==> src/rtl/led_vu_meter_if.sv <==
// Stereo sample stream from the equalizer core into the level meter.
// One stereo sample is transferred on every cycle valid is high.
interface led_vu_meter_if;
    logic        valid;
    logic [15:0] lft_out;
    logic [15:0] rht_out;

    modport master (output valid, lft_out, rht_out);
    modport slave  (input  valid, lft_out, rht_out);
endinterface

==> src/rtl/led_vu_meter.sv <==
// Stereo peak meter: 3-stage sample pipeline feeding a 6 dB/LED bar or dot display
// with peak hold, stepped decay and a retriggerable clip indicator.
module led_vu_meter #(
    parameter int unsigned HOLD_CYC  = 2500000,
    parameter int unsigned DECAY_CYC = 250000
) (
    input  logic                 clk,
    input  logic                 rst,
    led_vu_meter_if.slave        smp,
    input  logic                 mode,
    output logic [7:0]           LED,
    output logic                 clip
);
    localparam int unsigned CntMax = (HOLD_CYC > DECAY_CYC) ? HOLD_CYC : DECAY_CYC;
    localparam int unsigned CntW   = $clog2(CntMax);
    localparam logic [CntW-1:0] HoldLoad  = CntW'(HOLD_CYC - 1);
    localparam logic [CntW-1:0] DecayLast = CntW'(DECAY_CYC - 1);

    logic [15:0]     lft_q, rht_q;
    logic            v1_q, v2_q;
    logic [14:0]     mag_q, mag_d;
    logic            sat_q, sat_d;
    logic [3:0]      lvl_q, lvl_d, new_lvl;
    logic [CntW-1:0] hold_q, hold_d, decay_q, decay_d, clip_cnt_q, clip_cnt_d;
    logic            clip_d;
    logic [7:0]      led_d;
    logic [16:0]     lft_ext, rht_ext, lft_abs, rht_abs;
    logic [14:0]     lft_mag, rht_mag;
    logic            upd;

    // abs in 17 bits so -32768 cannot overflow, then clamp to 15 bits
    always_comb begin
        lft_ext = {lft_q[15], lft_q};
        rht_ext = {rht_q[15], rht_q};
        lft_abs = lft_q[15] ? (17'd0 - lft_ext) : lft_ext;
        rht_abs = rht_q[15] ? (17'd0 - rht_ext) : rht_ext;
        lft_mag = (|lft_abs[16:15]) ? 15'h7FFF : lft_abs[14:0];
        rht_mag = (|rht_abs[16:15]) ? 15'h7FFF : rht_abs[14:0];
        mag_d   = (lft_mag > rht_mag) ? lft_mag : rht_mag;
        sat_d   = (lft_q == 16'h7FFF) || (lft_q == 16'h8000) ||
                  (rht_q == 16'h7FFF) || (rht_q == 16'h8000);
    end

    // msb 7 -> level 1 ... msb 14 -> level 8; below 0x80 is level 0
    always_comb begin
        new_lvl = 4'd0;
        for (int i = 7; i < 15; i++) begin
            if (mag_q[i]) new_lvl = 4'(i - 6);
        end
    end

    always_comb begin
        upd     = v2_q && (new_lvl >= lvl_q);
        lvl_d   = lvl_q;
        hold_d  = hold_q;
        decay_d = decay_q;
        if (upd) begin
            lvl_d   = new_lvl;
            hold_d  = HoldLoad;
            decay_d = '0;
        end else if (hold_q != '0) begin
            hold_d = hold_q - 1'b1;
        end else if (lvl_q != 4'd0) begin
            if (decay_q == DecayLast) begin
                decay_d = '0;
                lvl_d   = lvl_q - 4'd1;
            end else begin
                decay_d = decay_q + 1'b1;
            end
        end else begin
            decay_d = '0;
        end
    end

    always_comb begin
        clip_d     = clip;
        clip_cnt_d = clip_cnt_q;
        if (v2_q && sat_q) begin
            clip_d     = 1'b1;
            clip_cnt_d = HoldLoad;
        end else if (clip_cnt_q != '0) begin
            clip_cnt_d = clip_cnt_q - 1'b1;
        end else begin
            clip_d = 1'b0;
        end
    end

    always_comb begin
        logic [8:0] bar;
        bar = (9'd1 << lvl_q) - 9'd1;
        if (mode) begin
            led_d = (lvl_q == 4'd0) ? 8'h00 : (8'd1 << (lvl_q - 4'd1));
        end else begin
            led_d = bar[7:0];
        end
    end

    always_ff @(posedge clk or posedge rst) begin
        if (rst) begin
            lft_q      <= '0;
            rht_q      <= '0;
            v1_q       <= 1'b0;
            v2_q       <= 1'b0;
            mag_q      <= '0;
            sat_q      <= 1'b0;
            lvl_q      <= '0;
            hold_q     <= '0;
            decay_q    <= '0;
            clip_cnt_q <= '0;
            clip       <= 1'b0;
            LED        <= '0;
        end else begin
            lft_q      <= smp.lft_out;
            rht_q      <= smp.rht_out;
            v1_q       <= smp.valid;
            v2_q       <= v1_q;
            mag_q      <= mag_d;
            sat_q      <= sat_d;
            lvl_q      <= lvl_d;
            hold_q     <= hold_d;
            decay_q    <= decay_d;
            clip_cnt_q <= clip_cnt_d;
            clip       <= clip_d;
            LED        <= led_d;
        end
    end
endmodule

==> src/flat_wrapper.sv <==
// flat-port wrapper written by rule: the top's interface ports become plain ports
module led_vu_meter_flat 
#(
    parameter int unsigned HOLD_CYC  = 2500000,
    parameter int unsigned DECAY_CYC = 250000
)
  (clk, rst, mode, LED, clip, smp_valid, smp_lft_out, smp_rht_out);
  led_vu_meter_if smp_i ();
  input  logic clk;
  input  logic rst;
  input  logic mode;
  output logic [7:0] LED;
  output logic clip;
  input wire logic [$bits(smp_i.valid)-1:0] smp_valid;
  input wire logic [$bits(smp_i.lft_out)-1:0] smp_lft_out;
  input wire logic [$bits(smp_i.rht_out)-1:0] smp_rht_out;
  assign smp_i.valid = smp_valid;
  assign smp_i.lft_out = smp_lft_out;
  assign smp_i.rht_out = smp_rht_out;
  led_vu_meter #(.HOLD_CYC(HOLD_CYC), .DECAY_CYC(DECAY_CYC)) u_core (.clk(clk), .rst(rst), .smp(smp_i), .mode(mode), .LED(LED), .clip(clip));
endmodule
==> config.mk <==
export PLATFORM = sky130hd
export DESIGN_NAME = led_vu_meter_flat
export DESIGN_NICKNAME = d
export VERILOG_FILES = /design/src/rtl/led_vu_meter_if.sv /design/src/rtl/led_vu_meter.sv /design/src/flat_wrapper.sv
export SDC_FILE = /design/constraint.sdc
export NUM_CORES = 1
export LEC_CHECK = 0
export BUFFER_PORTS_ARGS = -buffer_cell sky130_fd_sc_hd__buf_4
export CORE_UTILIZATION = 50
export DETAILED_ROUTE_END_ITERATION = 16
export MAX_ROUTING_LAYER = met4
export PLACE_DENSITY = 0.68
export SLEW_MARGIN = 20
export SYNTH_ARGS = -nofsm -noshare
export SYNTH_HDL_FRONTEND = slang
export SYNTH_SLANG_ARGS = --single-unit
==> constraint.sdc <==
create_clock -name clk -period 4.8 [get_ports clk]
set_clock_uncertainty 0.05 [all_clocks]
set_input_delay 0.24 -clock clk [delete_from_list [all_inputs] [get_ports clk]]
set_output_delay 0.24 -clock clk [all_outputs]
set_load 0.01 [all_outputs]
==> flow_summary.ini, run 1 <==
[sta]
worst-slew-pin-transition_ns = 1.09
rsz0062_at_grt = false
finalHoldViolations = 31
layout_setup_ws_ns = 0.422
max_freq_ghz = 0.228
fin_crit_sh_pct = 91.2
relSlewSlack_pct = 27.3
maxSlewViolCount = 0
timing.hold.ws_ns = -0.0225
period_minus_slack_ns = 4.38
setup_tns_ns = 0
setup_violations = 0

[clocking]
cts.path.max_buffers = 2
path_clk_slew_ns = 0.05
htree_levels = 4
cts-buffers-inserted = 17
cts_root_buf = clkbuf_16
cts_tree = built
post-cts-setup-buffer-count = 0
clk_latency_ns = 0.42
clkSinkCount = 122
cts_resized = 0
cts_hold_buf = 33

[power_and_ir_drop]
irDropWorstVdd_v = 0.000298
pwr-share-seq_pct = 37.1
leakage_nw = 3.52
pwr-share-comb_pct = 28.6
power.density_mw_per_mm2 = 457
p_switching_w = 0.00125
p_int_w = 0.00251
p_sw_share_pct = 33.3
clockPowerShare_pct = 34.3

[floorplanning]
die_area_mm2 = 0.0142
placementRows = 42
pin_count = 45
core_region_area_mm2 = 0.0133
fp.dieW_um = 119
initial_core_util_pct = 51.5
die_y_um = 119

[cells_and_area]
layout.nets = 862
drive_gt1_share_pct = 12.1
area.growth.synth_to_final_pct = 20.2
utilization_pct = 62.0
n_antenna_cell = 0
fin_cells = 979

[logic_synthesis]
synth_fp_nets = 791
syn-cell-area_mm2 = 0.00685
synth_edf_count = 0
synth.distinct_cells = 64
async_flop_share_pct = 100
syn_area_per_cell_um2 = 9.49
synthCells = 722
ys_warn_count = 0
synth-seq-cells = 122
synth_ff_type = dfrtp_1
ys_seq_area_share_pct = 44.5

[worst_setup_path]
reg2reg_slack_ns = 0.42
path_max_fanout = 12
cp.required_ns = 5.05
worstSetupEndpointType = flip-flop
cp_data_arrival_time_ns = 4.63
crit_type = reg2reg
start_kind = flip-flop

[global_route]
grt_overflow = 0
grtUsageTotal_pct = 24.3
grt_pass1_vias = 5702
antenna_found_initial = 0
grt_max_degree = 79
grt_pass1_wl_um = 26800

[route]
drt_wl_total_um = 15200
via_per_inst = 5.68
drcViolationCount = 0
vias = 5558
dr.pass1.iters = 5
post_drt_wl_per_cell_um = 15.5
ant_nets = 0
first_iter_violations = 448

[placed_design]
post-dp-hpwl_um = 9970
portBuffers = 44
pre_cts_slack_ns = 0.519
routabilityCongestion = 0.872
place_inst = 917

[run_status]
outcome = complete, but fails checks
violations = negative hold slack

[flow_run]
max-cap-violations = 0

[min_path]
hold_path_class = in2async
## cells in the final DEF (no fill, tap or decap), types with 23 or more instances in the layout
master	count
a21oi_1	29
buf_4	47
dfrtp_1	122
dlygate4sd3_1	33
ha_1	33
nand2_1	68
nand3_1	23
nor2_1	74
nor3_1	31
o21ai_0	32
xnor2_1	43
## area by class of cell
cell class                 instances  area, um^2
multi-input combinational        549        3600
sequential                       122        3050
inverter                          23        88.8
timing repair buffer              80         683
tap                              176         220
clock inverter                     8         120
fill                            1117        5060
clock buffer                      21         470
## cells by family (layout without fill, tap and decap cells)
logic type      count (synthesis)  in the layout  share of synthesized area, %
compound gates                135            135                          12.7
xor+xnor                       65             65                          8.31
fa+ha+maj                      33             33                          6.03
buf+inv                        51            132                          3.09
flops                         122            122                          44.5
mux                            14             14                          2.17
simple gates                  302            302                          23.2
## worst max-delay path: stages, from the launching register on
cell,delay [ns]
dfrtp_1,0.43
nor4_1,0.64
nand3_1,0.41
nor2_2,0.39
nor3_1,0.09
a21oi_1,0.21
inv_1,0.07
ha_1,0.29
and4_1,0.20
and3_1,0.18
o31ai_1,0.08
a22oi_1,0.78
mux2_2,0.42
## state kept, by name (all words and copies together), names as in the netlist, 4 cells and up
register           count
u_core.LED             8
u_core.clip_cnt_q     22
u_core.decay_q        22
u_core.hold_q         22
u_core.lft_q          16
u_core.lvl_q           4
u_core.mag_q           8
u_core.rht_q          16
## path summary, 6_finish.rpt
check                                      from          endpoint  cells past startpoint
worst max-delay path            u_core.rht_q[3]  u_core.mag_q[10]                     12
max in group asynchronous                   rst     u_core.LED[6]                      3
worst min-delay path                        rst  u_core.lft_q[11]                      2
min in group clk                           mode     u_core.LED[7]                      2
worst min register to register      u_core.v1_q       u_core.v2_q                      0
worst max register to register  u_core.rht_q[3]  u_core.mag_q[10]                     12
## cell usage after synthesis, types with 4 or more instances
cell / instances / share of area, %
or4_1: 8 / 0.88
or3_1: 18 / 1.6
o22ai_1: 6 / 0.55
o2111ai_1: 4 / 0.51
o31ai_1: 5 / 0.55
a21oi_1: 29 / 2.1
and2_1: 4 / 0.37
o21ai_0: 32 / 2.3
nand4_1: 14 / 1.3
xor2_1: 22 / 2.8
a21boi_0: 5 / 0.55
and3_1: 7 / 0.64
ha_1: 33 / 6.0
a31oi_1: 4 / 0.37
clkbuf_1: 17 / 0.93
o21ai_1: 5 / 0.37
o211ai_1: 6 / 0.66
buf_2: 10 / 0.73
nor2_1: 74 / 4.1
nand3b_1: 4 / 0.44
nor4_1: 17 / 1.6
nand3_1: 23 / 1.7
and4_1: 5 / 0.64
dfrtp_1: 122 / 45
nor3_1: 31 / 2.3
nand2_1: 68 / 3.7
mux2_2: 7 / 1.2
a211oi_1: 6 / 0.66
inv_1: 23 / 1.3
a21o_1: 4 / 0.44
xnor2_1: 43 / 5.5
o41ai_1: 4 / 0.51
mux2i_1: 7 / 1.0
o31a_1: 7 / 0.89
nand2b_1: 4 / 0.37
## layer usage
metal	vias to the layer above	global-route usage (%)	routed length, um
met2	115	39.0	7540
met4	0	9.65	264
met3	29	4.89	490
li1	2737	-	-
met1	2677	30.0	6890
met5	-	-	0
## per-stage QoR
stage,total power (W),instance area [um^2]
2_1_floorplan,0.00215,6850
3_3_place_gp,0.00240,7320
3_5_place_dp,0.00246,7320
4_1_cts,0.00378,8240
5_1_grt,0.00401,8240
6_report,0.00376,8240
## power by group through the flow
stage | Clock (W) | Combinational (W) | Sequential [W]
CTS | 0.00131 | 0.00108 | 0.00139
detailed placement | 0 | 0.00105 | 0.00141
global route | 0.00135 | 0.00123 | 0.00143
floorplan | 0 | 0.000787 | 0.00136
finish | 0.00129 | 0.00108 | 0.00140
global placement | 0 | 0.00101 | 0.00140
(Power assumes the default switching activity.)
==> run 2, diff against run 1 <==
--- a/config.mk
+++ b/config.mk
@@ -6,10 +6,13 @@
 export NUM_CORES = 1
 export LEC_CHECK = 0
 export BUFFER_PORTS_ARGS = -buffer_cell sky130_fd_sc_hd__buf_4
-export CORE_UTILIZATION = 50
+export CAP_MARGIN = 30
+export CELL_PAD_IN_SITES_DETAIL_PLACEMENT = 1
+export CELL_PAD_IN_SITES_GLOBAL_PLACEMENT = 1
+export CORE_UTILIZATION = 48
 export DETAILED_ROUTE_END_ITERATION = 16
 export MAX_ROUTING_LAYER = met4
-export PLACE_DENSITY = 0.68
+export PLACE_DENSITY_LB_ADDON = 0.1
 export SLEW_MARGIN = 20
 export SYNTH_ARGS = -nofsm -noshare
 export SYNTH_HDL_FRONTEND = slang
==> flow_summary.ini, run 2 (same netlist as run 1, synthesis figures left out) <==
[cells_and_area]
utilization_pct = 59.7
finalInstanceArea_mm2 = 0.00829
area.growth.synth_to_final_pct = 21.0
n_antenna_cell = 0
final_common_cell = dfrtp_1
mostFrequentLayoutCells = dfrtp_1, nor2_1, nand2_1
layout.nets = 868
top_regs = u_core.clip_cnt_q x22, u_core.decay_q x22, u_core.hold_q x22
drive_gt1_share_pct = 12.9

[global_route]
grt_pass1_vias = 6283
grtUsageTotal_pct = 28.4
grt_max_degree = 43
antenna_found_initial = 0
grt_pass1_wl_um = 31600
grt_overflow = 0

[sta]
fin_crit_sh_pct = 85.7
finalHoldViolations = 0
setup_violations = 0
rsz0062_at_grt = false
relSlewSlack_pct = 50.8
maxSlewViolCount = 0
setup_tns_ns = 0
worst-slew-pin-transition_ns = 0.738
layout_setup_ws_ns = 0.684
max_freq_ghz = 0.243
period_minus_slack_ns = 4.12

[placed_design]
dpl-instance-area_mm2 = 0.00736
routabilityCongestion = 0.831
post-dp-hpwl_um = 12300
portBuffers = 44
pre_cts_slack_ns = 0.777

[floorplanning]
fp.dieW_um = 121
core_region_area_mm2 = 0.0139
die_area_mm2 = 0.0148
initial_core_util_pct = 49.4
placementRows = 43
pin_count = 45
die_y_um = 121

[worst_setup_path]
timing.rr.start = u_core.lft_q[9]
start_kind = flip-flop
path_delay_family = simple AND/OR/NAND/NOR gates
worstSetupEndpoint = u_core.mag_q[13]
crit_type = reg2reg
ff2ff_path_depth = 14
path_max_fanout = 12
worstSetupEndpointType = flip-flop
cp-startpoint = u_core.lft_q[9]
r2r_end = u_core.mag_q[13]
cpPeakStageDelay_ns = 0.59
crit_chain = or4_4 > or4_4 > nor2_2 > nor2_1 > mux2_2 > inv_1 > ha_1 > and3_1 > a221o_1 > a221oi_1 > a22oi_1 > buf_4 > o221ai_1 > o21ai_0
critical_path_buf_inv_count = 2
path_common_cell = or4_4
worst-path-stages = 14
cp_data_arrival_time_ns = 4.32
critPathSlowestCell = or4_4
reg2reg_slack_ns = 0.68
cp.required_ns = 5.00

[clocking]
cts_resized = 0
post-cts-setup-buffer-count = 0
clk_latency_ns = 0.42
path_clk_slew_ns = 0.06
htree_levels = 4
cts_tree = built
cts.path.max_buffers = 2
cts_root_buf = clkbuf_16
clkSinkCount = 122
cts-buffers-inserted = 17

[run_status]
outcome = completed

[min_path]
hold_path_class = in2reg

[route]
ant_nets = 0
via_per_inst = 5.84
first_iter_violations = 288
dr.pass1.iters = 4
drcViolationCount = 0
vias = 5793
drt_wl_total_um = 18500
post_drt_wl_per_cell_um = 18.6

[power_and_ir_drop]
leakage_nw = 3.53
total_power_w = 0.00379
irDropWorstVdd_v = 0.000275
power.density_mw_per_mm2 = 457

[flow_run]
max-cap-violations = 0
-- run 2: cell count changes in the layout (fill, tap and decap cells not counted) --
cell,change
buf_4,+3
dlygate4sd3_1,+1
bufinv_16,-1
clkinvlp_4,+4
clkbuf_2,+1
clkinv_4,+4
o41ai_1,+1
clkinv_2,-1
buf_12,+1
o41ai_2,-1
clkbuf_1,-1
clkbuf_8,-2
-- run 2: cell type report --
class,count,area [um^2]
Inverter,23,88.8
Multi-Input combinational cell,549,3590
Clock inverter,14,150
Sequential cell,122,3050
Fill cell,1553,5590
Timing Repair Buffer,86,741
Clock buffer,18,439
Tap cell,180,225
-- run 2: through the flow --
stage	cells	hold WS [ns]
detailed placement	925	0.283
global route	992	0.0646
floorplan	722	0.221
CTS	991	0.0457
global placement	924	0.294
finish	992	0.0524
-- run 2: how the worst min path moves through the flow --
stage / startpoint / depth (start not counted) / slack [ns] / to
final: mode / 2 / 0.05 / u_core.LED[0]
after CTS: mode / 2 / 0.05 / u_core.LED[0]
after global placement: u_core.v1_q / 0 / 0.29 / u_core.v2_q
after detailed placement: rst / 2 / 0.28 / u_core.v2_q
after floorplan: smp_lft_out[0] / 0 / 0.22 / u_core.lft_q[0]
after global routing: mode / 2 / 0.06 / u_core.LED[0]
-- run 2: worst reg2reg max path, delay by kind of cell (launching register included) --
| family | cells | cell delay, ns |
|---|---|---|
| AOI/OAI and AO/OA | 5 | 1.05 |
| buffers and inverters | 2 | 0.27 |
| adders and majority gates | 1 | 0.24 |
| muxes | 1 | 0.30 |
| DFF | 1 | 0.41 |
| and+or+nand+nor | 5 | 1.62 |
-- run 2: timing repair --
item	in CTS	in global routing
hold buffers	34	0
setup endpoints to repair	0	0
hold endpoints to repair	74	0
-- run 2: power by group --
group	switching (W)	total, W	leakage, nW	internal [W]
registers	0.000194	0.00140	1.50	0.00121
clock network	0.000489	0.00127	0.270	0.000776
logic	0.000651	0.00112	1.76	0.000469
-- run 2: per-layer routing --
metal / routed length (um) / vias to the layer above / GRT usage, %
met5: 0 / - / -
met4: 237 / 0 / 8.41
met3: 470 / 22 / 4.98
met2: 9210 / 82 / 46.9
met1: 8580 / 2932 / 35.6
li1: - / 2757 / -
